--- src/rtl/text_ram_arbiter.sv ---
// text_ram_arbiter: shares the single-port character/attribute RAM between
// the display fetch path and a buffered host read/write port.
//
// Ports:
//   clk, reset (async, active-low)
//   clk_load_char, xtext, ytext   display fetch strobe and text position
//   char_data, char_valid         fetched cell and its one-cycle update pulse
//   host_valid/ready/we/addr/wdata host request port (FIFO buffered)
//   host_rvalid, host_rdata       host read response
//   addr_err                      sticky out-of-range host address flag
//   ram_addr/we/wdata, ram_rdata  registered RAM port, 1-cycle read latency
//
// Build option: define TEXT_RAM_HOST_READ_EN to enable host reads. Without
// it every host entry is a write and the read response port is tied to 0.
module text_ram_arbiter #(
    parameter int DATA_WIDTH  = 16,
    parameter int ADDR_WIDTH  = 13,
    parameter int TEXT_COLS   = 100,
    parameter int TEXT_CELLS  = 6000,
    parameter int FIFO_DEPTH  = 4,
    parameter int XTEXT_WIDTH = 7,
    parameter int YTEXT_WIDTH = 6
) (
    input  logic                   clk,
    input  logic                   reset,
    input  logic                   clk_load_char,
    input  logic [XTEXT_WIDTH-1:0] xtext,
    input  logic [YTEXT_WIDTH-1:0] ytext,
    output logic [DATA_WIDTH-1:0]  char_data,
    output logic                   char_valid,
    input  logic                   host_valid,
    output logic                   host_ready,
    input  logic                   host_we,
    input  logic [ADDR_WIDTH-1:0]  host_addr,
    input  logic [DATA_WIDTH-1:0]  host_wdata,
    output logic                   host_rvalid,
    output logic [DATA_WIDTH-1:0]  host_rdata,
    output logic                   addr_err,
    output logic [ADDR_WIDTH-1:0]  ram_addr,
    output logic                   ram_we,
    output logic [DATA_WIDTH-1:0]  ram_wdata,
    input  logic [DATA_WIDTH-1:0]  ram_rdata
);

    localparam int PW = $clog2(FIFO_DEPTH);
    localparam int LW = PW + 1;
    localparam logic [ADDR_WIDTH:0] CELLS_L = (ADDR_WIDTH+1)'(TEXT_CELLS);
    localparam logic [LW-1:0] DEPTH_L = LW'(FIFO_DEPTH);

    typedef enum logic [1:0] {
        S_IDLE,
        S_DISP,
        S_HOST
    } slot_e;

    // state is the slot currently on the RAM port; it doubles as the
    // first stage of the display read-data tag pipeline.
    slot_e state;
    logic  disp_t1;

    logic [ADDR_WIDTH-1:0] disp_addr;
    assign disp_addr = ADDR_WIDTH'(ytext) * ADDR_WIDTH'(TEXT_COLS)
                     + ADDR_WIDTH'(xtext);

    // Host request FIFO
    logic [ADDR_WIDTH-1:0] fifo_addr  [FIFO_DEPTH];
    logic [DATA_WIDTH-1:0] fifo_wdata [FIFO_DEPTH];
    logic [PW-1:0]         wr_ptr;
    logic [PW-1:0]         rd_ptr;
    logic [LW-1:0]         level;
    logic [LW-1:0]         level_next;
    logic                  empty;
    logic                  push;
    logic                  pop;
    logic                  head_we;
    logic                  head_bad;
    logic [ADDR_WIDTH-1:0] head_addr;
    logic [DATA_WIDTH-1:0] head_wdata;

    assign empty      = (level == '0);
    assign push       = host_valid && host_ready;
    // Display always wins; the head entry simply waits for the next slot.
    assign pop        = !clk_load_char && !empty;
    assign level_next = level + LW'(push) - LW'(pop);
    assign head_addr  = fifo_addr[rd_ptr];
    assign head_wdata = fifo_wdata[rd_ptr];
    assign head_bad   = ({1'b0, head_addr} >= CELLS_L);

`ifdef TEXT_RAM_HOST_READ_EN
    logic fifo_we [FIFO_DEPTH];
    logic host_t0;
    logic host_t1;

    assign head_we = fifo_we[rd_ptr];

    always_ff @(posedge clk) begin
        if (push) begin
            fifo_we[wr_ptr] <= host_we;
        end
    end
`else
    logic unused_host_we;
    assign unused_host_we = host_we;
    assign head_we        = 1'b1;
    assign host_rvalid    = 1'b0;
    assign host_rdata     = '0;
`endif

    always_ff @(posedge clk) begin
        if (push) begin
            fifo_addr[wr_ptr]  <= host_addr;
            fifo_wdata[wr_ptr] <= host_wdata;
        end
    end

    always_ff @(posedge clk or negedge reset) begin
        if (!reset) begin
            wr_ptr     <= '0;
            rd_ptr     <= '0;
            level      <= '0;
            host_ready <= 1'b0;
        end else begin
            if (push) wr_ptr <= wr_ptr + PW'(1);
            if (pop)  rd_ptr <= rd_ptr + PW'(1);
            level      <= level_next;
            host_ready <= (level_next != DEPTH_L);
        end
    end

    // Slot FSM, RAM port and read-data steering
    always_ff @(posedge clk or negedge reset) begin
        if (!reset) begin
            state      <= S_IDLE;
            disp_t1    <= 1'b0;
            ram_addr   <= '0;
            ram_we     <= 1'b0;
            ram_wdata  <= '0;
            char_data  <= '0;
            char_valid <= 1'b0;
            addr_err   <= 1'b0;
`ifdef TEXT_RAM_HOST_READ_EN
            host_t0     <= 1'b0;
            host_t1     <= 1'b0;
            host_rvalid <= 1'b0;
            host_rdata  <= '0;
`endif
        end else begin
            ram_we     <= 1'b0;
            char_valid <= 1'b0;
            disp_t1    <= (state == S_DISP);

            if (clk_load_char) begin
                state    <= S_DISP;
                ram_addr <= disp_addr;
            end else if (!empty) begin
                state <= S_HOST;
                // Bad addresses are consumed without touching the RAM.
                if (head_bad) begin
                    addr_err <= 1'b1;
                end else begin
                    ram_addr <= head_addr;
                    if (head_we) begin
                        ram_we    <= 1'b1;
                        ram_wdata <= head_wdata;
                    end
                end
            end else begin
                state <= S_IDLE;
            end

            if (disp_t1) begin
                char_data  <= ram_rdata;
                char_valid <= 1'b1;
            end

`ifdef TEXT_RAM_HOST_READ_EN
            host_t0     <= pop && !head_bad && !head_we;
            host_t1     <= host_t0;
            host_rvalid <= host_t1;
            if (host_t1) begin
                host_rdata <= ram_rdata;
            end
`endif
        end
    end

endmodule
--- config.mk ---
export PLATFORM = sky130hd
export DESIGN_NAME = text_ram_arbiter
export DESIGN_NICKNAME = d
export VERILOG_FILES = /design/src/rtl/text_ram_arbiter.sv
export SDC_FILE = /design/constraint.sdc
export NUM_CORES = 1
export LEC_CHECK = 0
export BUFFER_PORTS_ARGS = -buffer_cell sky130_fd_sc_hd__buf_2
export CORE_UTILIZATION = 56
export CTS_CLUSTER_DIAMETER = 120
export DETAILED_ROUTE_END_ITERATION = 7
export HOLD_SLACK_MARGIN = 0.02
export PLACE_DENSITY = 0.8
export SYNTH_ARGS = -nofsm -noshare
export SYNTH_HDL_FRONTEND = slang
export SYNTH_SLANG_ARGS = --single-unit
--- constraint.sdc ---
create_clock -name clk -period 2.81 [get_ports clk]
set_input_delay 0.562 -clock clk [delete_from_list [all_inputs] [get_ports clk]]
set_output_delay 0.562 -clock clk [all_outputs]
set_load 0.02 [all_outputs]
* After elaboration in Yosys (flattened, before gate mapping)
Memory sizes are Yosys's and may differ from the RTL's. A register that Yosys moved wholly into a read port is not among the register bits.
Cells that the tools add are included.
W data, S select, Z words.
** Storage, ports and cells
- Register bits :: 43
- Bits in latches :: 0
- Memory bits (writable) :: 116
- Bits in read-only memories :: 0
- Input bits :: 63
- Output and inout bits :: 66
- Memories kept :: 2
** Memory list
- fifo_wdata :: words 4, bits a word 16, read ports 1, clocked after Yosys merged registers in 1, write ports 1, line 67 : logic [DATA_WIDTH-1:0] fifo_wdata [FIFO_DEPTH];
- fifo_addr :: words 4, bits a word 13, read ports 1, clocked after Yosys merged registers in 0, write ports 1, line 66 : logic [ADDR_WIDTH-1:0] fifo_addr [FIFO_DEPTH];
** Cells by class
- $add $sub $neg :: 5
- Multipliers :: 1
- Divide/modulo/power cells :: 0
- Order comparisons :: 1
- Eq/ne operators :: 4
- Shifts and indexed selects :: 0
- Multiplexer cells :: 11
- Bitwise gates (word level) :: 3
- Reductions and logical operators :: 9
** Operator list (count)
- $mux W13 :: 3
- $add A13 B7 Y13 :: 1
- $ge A13 B13 Y1 const B :: 1
- $mul A6 B5 Y11 const B :: 1
- $mux W1 :: 6
- $reduce_and A3 Y1 :: 2
- $add A2 B1 Y2 const B :: 2
- $mux W2 :: 2
- $ne A2 B2 Y1 const B :: 2
- $add A3 B1 Y3 :: 1
- $logic_not A1 Y1 :: 3
- $logic_not A3 Y1 :: 1
- $ne A3 B3 Y1 const B :: 1
- $not A1 Y1 :: 3
- $sub A3 B1 Y3 :: 1
- $eq A2 B1 Y1 const B :: 1
- $logic_and A1 B1 Y1 :: 2
- $reduce_and A2 Y1 :: 1

* Logic depth before layout (Yosys ltp)
- Depth after elaboration :: 5
- Gate-level depth with buffers :: 12
- Depth with buffers taken out :: 12

* Worst setup path before layout
No wires, ideal clock.
- Path kind :: input to register
- Start point :: input port ytext[1]
- End point :: register ram_addr[12]
- Setup time :: 94 ps
- Arrival :: 3250 ps
- Path slack :: -534 ps
- Cell stages on the path :: 10
- Cell sequence :: ha_1 > ha_1 > ha_1 > ha_1 > a211o_1 > a2111oi_0 > nor3_1 > nor4bb_1 > xor2_1 > a221oi_2
** Between the ends
- Longest elaborated chain between the ends :: 3
** RTL lines
- from (decl) :: line 28 : input logic [YTEXT_WIDTH-1:0] ytext,
- $mul A6 B5 Y11 :: line 62 : assign disp_addr = ADDR_WIDTH'(ytext) * ADDR_WIDTH'(TEXT_COLS)
- $add A13 B7 Y13 :: line 63 : + ADDR_WIDTH'(xtext);
- $mux W13 :: line 152 : if (clk_load_char) begin
- to (signal assigned) :: line 154 : ram_addr <= disp_addr;
- to (signal assigned) :: line 161 : ram_addr <= head_addr;
- to (decl) :: line 39 : output logic [ADDR_WIDTH-1:0] ram_addr,
Every way passes these cells.
A chain may end at the register's enable or synchronous reset.

* Worst setup path in the final report
- Start point :: input port ytext[2]
- End point :: register ram_addr[11]
Same word-level chain as after synthesis.

==> metrics.json <==
{
  "die": {
    "std_cell_rows": 42,
    "die_area_mm2": 0.0140,
    "die_outline_height_um": 118,
    "start_util_pct": 57.4,
    "design.portCount": 129,
    "coreArea_mm2": 0.0132,
    "die_width_um": 118
  },
  "layout": {
    "area_growth_syn_to_layout_pct": 23.9,
    "layout-drive-gt1-share_pct": 43.1,
    "mostFrequentLayoutCell": "sky130_fd_sc_hd__edfxtp_1",
    "final_cell_area_mm2": 0.00941,
    "nNetsFinal": 693,
    "most-common-layout-cells": "sky130_fd_sc_hd__edfxtp_1 (116), sky130_fd_sc_hd__buf_2 (110), sky130_fd_sc_hd__dfrtp_1 (58), sky130_fd_sc_hd__buf_4 (33), sky130_fd_sc_hd__mux4_2 (24)",
    "layout.core_utilization_pct": 71.1,
    "number_of_filler_cells_placed_in_the_layout": 835
  },
  "place": {
    "gp_congestion": 0.791,
    "port_buffers": 110,
    "preCtsSetupSlack_ns": -0.416,
    "dp_hpwl_um": 9890,
    "dpl-instance-area_mm2": 0.00872
  },
  "detailed_routing": {
    "detail_route.wirelength_um": 14200,
    "dr.pass1.iters": 4,
    "route.vias.total": 4265,
    "wl_per_cell_um": 18.2,
    "detail-route-antenna-nets": 0,
    "avgViaCountPerCell": 5.45,
    "top_layer_used": "met4",
    "1st_iter_drt_viols": 247,
    "dr_wl_met2_um": 7520,
    "wl_met3_um": 663,
    "route.layer.met1.wl_um": 5670,
    "remaining_drc_errors": 0
  },
  "sta": {
    "rsz0062_at_grt": "true",
    "post-route-worst-setup-slack_ns": 0.0378,
    "fin_crit_sh_pct": 98.7,
    "number_of_slew_limit_violations_in_the_final_report": 0,
    "achievable_frequency_ghz": 0.361,
    "fin_worst_skew_ns": 0.00855,
    "finalHoldViolCount": 0,
    "worstMarginPinSlew_ns": 0.749,
    "min_period_ns": 2.77,
    "finalSetupViolations": 0,
    "timing.slew.headroom_pct": 50.0
  },
  "yosys": {
    "post_synth_instance_area_mm2": 0.00760,
    "synth_top_family_by_area": "multiplexers",
    "synth.lib_cells_used.distinct": 59,
    "synth_top_flop_cell": "sky130_fd_sc_hd__edfxtp_1",
    "synth_xor_xnor_area_share_pct": 1.73,
    "number_of_enable_flip_flop_cells_after_synthesis": 116,
    "async_set_or_reset_register_ratio_after_synthesis_pct": 33.7,
    "post_synthesis_compound_gate_area_fraction_pct": 4.26,
    "synth-adder-area-share_pct": 6.39,
    "yosys_warnings": 0,
    "synthesis.instances": 445,
    "synthSimpleGateAreaFrac_pct": 3.98,
    "synthesis.area_per_instance_um2": 17.1,
    "ys_ff_latch": 175,
    "post_synth_mux_area_share_pct": 14.3,
    "synth.yosys.seq_area_share_pct": 65.3
  },
  "pwr": {
    "max-vdd-ir-drop_v": 0.000673,
    "cellPowerDensity_mw_per_mm2": 1020,
    "total_power_w": 0.00960,
    "leakagePower_nw": 3.77
  },
  "grt": {
    "track_usage_pct": 21.9,
    "overflow_after_grt": 0,
    "number_of_global_route_vias_before_repair": 4531,
    "grt_max_degree": 32,
    "antenna_found_initial": 1,
    "grt_first_pass_wirelength_um": 22700
  },
  "outcome": {
    "status": "finished clean"
  },
  "job": {
    "timing.max_cap.violations": 0
  },
  "critical_path": {
    "crit_required_ns": 3.12,
    "worstSetupEndpointType": "register",
    "critical_path_class": "primary input to register",
    "timing.critical_path.from_type": "primary input",
    "critical_path_arrival_ns": 3.08,
    "crit_path_max_fanout": 4
  },
  "clock_network": {
    "cts_buffers": 17,
    "cts_max_level": 4,
    "ctsRootBufferMaster": "sky130_fd_sc_hd__clkbuf_16",
    "clock_tree_sinks": 175,
    "clkLatencyLatePin_ns": 0.43,
    "cts_max_path_buffers": 2,
    "clk_pin_slew_worst_paths_ns": 0.07,
    "tritoncts": "built",
    "cts_setup_buffers": 0,
    "post_cts.resized_instances": 0,
    "cts-hold-fix-buffers": 0
  },
  "worst_hold_path": {
    "holdCritPathClass": "primary input to asynchronous set/reset pin"
  }
}
==> area by class of cell <==
type                            instances  area [µm²]  area share [%]
Clock inverter                         15         235            2.50
Timing Repair Buffer                  144         818            8.69
Inverter                               20        75.1           0.797
Clock buffer                           17         425            4.52
Multi-Input combinational cell        235        2680            28.4
Tap cell                              176         220            2.34
Antenna cell                            1        2.50          0.0266
Sequential cell                       175        4960            52.7
==> report_power, final <==
part	switching [W]	internal [W]	total, W
Sequential	0.000311	0.00347	0.00379
Clock	0.000984	0.00159	0.00258
Combinational	0.00175	0.00148	0.00323
==> metrics by stage <==
stage               cells  setup TNS (ns)  hold slack (ns)
finish                783               0            0.205
global route          782         -0.0792            0.254
CTS                   782               0            0.209
detailed placement    750           -1.01            0.398
global placement      750          -0.805            0.387
floorplan             461          -0.256            0.266
==> logic make-up (layout without fill, tap and decap cells) <==
family,after synthesis,in the layout
other,1,18
adders and majority gates,37,37
DFF,175,175
and+or+nand+nor,59,59
muxes,66,66
AOI/OAI and AO/OA,41,41
xor gates and xnor gates,15,15
buffers and inverters,51,196
==> routing by layer <==
layer,global-route usage [%],vias up
met3,6.71,29
met5,0,-
met4,9.26,0
li1,-,1962
met1,24.8,2151
met2,38.4,123
==> cells in the mapped netlist (all sizes together), types with 2 or more instances <==
| cell | number | area, µm² |
|---|---|---|
| a211oi | 2 | 15.0 |
| a21o | 4 | 30.0 |
| a21oi | 4 | 20.0 |
| a221oi | 5 | 56.3 |
| a22oi | 2 | 15.0 |
| a31oi | 5 | 31.3 |
| and2 | 2 | 15.0 |
| and3 | 6 | 37.5 |
| buf | 27 | 213 |
| clkbuf | 4 | 15.0 |
| dfrtp | 59 | 1480 |
| edfxtp | 116 | 3480 |
| fa | 3 | 60.1 |
| ha | 34 | 425 |
| inv | 19 | 71.3 |
| mux2 | 35 | 398 |
| mux2i | 2 | 20.0 |
| mux4 | 29 | 672 |
| nand2 | 17 | 63.8 |
| nand2b | 2 | 12.5 |
| nand3 | 2 | 10.0 |
| nor2 | 16 | 65.1 |
| nor2b | 3 | 18.8 |
| nor3 | 3 | 15.0 |
| o211ai | 2 | 15.0 |
| o21a | 2 | 15.0 |
| o21ai | 4 | 20.0 |
| o21bai | 2 | 15.0 |
| or4 | 2 | 18.8 |
| xnor2 | 8 | 70.1 |
| xor2 | 7 | 61.3 |
==> path summary, 6_finish.rpt <==
kind | from | end | slack, ns | cells past startpoint
setup / recovery | ytext[2] | ram_addr[11]$_DFFE_PN0P_ | 0.04 | 11
hold / removal | reset | ram_wdata[6]$_DFFE_PN0P_ | 0.21 | 1
setup reg to reg | rd_ptr[0]$_DFFE_PN0P_ | ram_wdata[5]$_DFFE_PN0P_ | 0.31 | 6
min in group clk | host_wdata[0] | fifo_wdata[0][0]$_DFFE_PP_ | 0.35 | 1
max in group asynchronous | reset | ram_wdata[11]$_DFFE_PN0P_ | 1.82 | 2
hold reg to reg | state[1]$_DFF_PN0_ | disp_t1$_DFF_PN0_ | 0.41 | 1
==> flip-flops by register name, summed over array words and instances (netlist names), 2 cells and up <==
signal      flops
wr_ptr          2
char_data      16
fifo_wdata     64
rd_ptr          2
state           2
ram_addr       13
fifo_addr      52
ram_wdata      16
level           3
==> critical path: stages <==
cell and delay (ns):
sky130_fd_sc_hd__buf_2 0.14, sky130_fd_sc_hd__ha_4 0.27, sky130_fd_sc_hd__ha_4 0.19, sky130_fd_sc_hd__ha_4 0.28, sky130_fd_sc_hd__ha_4 0.19, sky130_fd_sc_hd__a211o_1 0.32, sky130_fd_sc_hd__a21o_1 0.24, sky130_fd_sc_hd__and3_4 0.16
sky130_fd_sc_hd__and3_4 0.16, sky130_fd_sc_hd__a221o_1 0.31, sky130_fd_sc_hd__mux2_4 0.25
No activity file was read; power rests on OpenSTA's default activity.
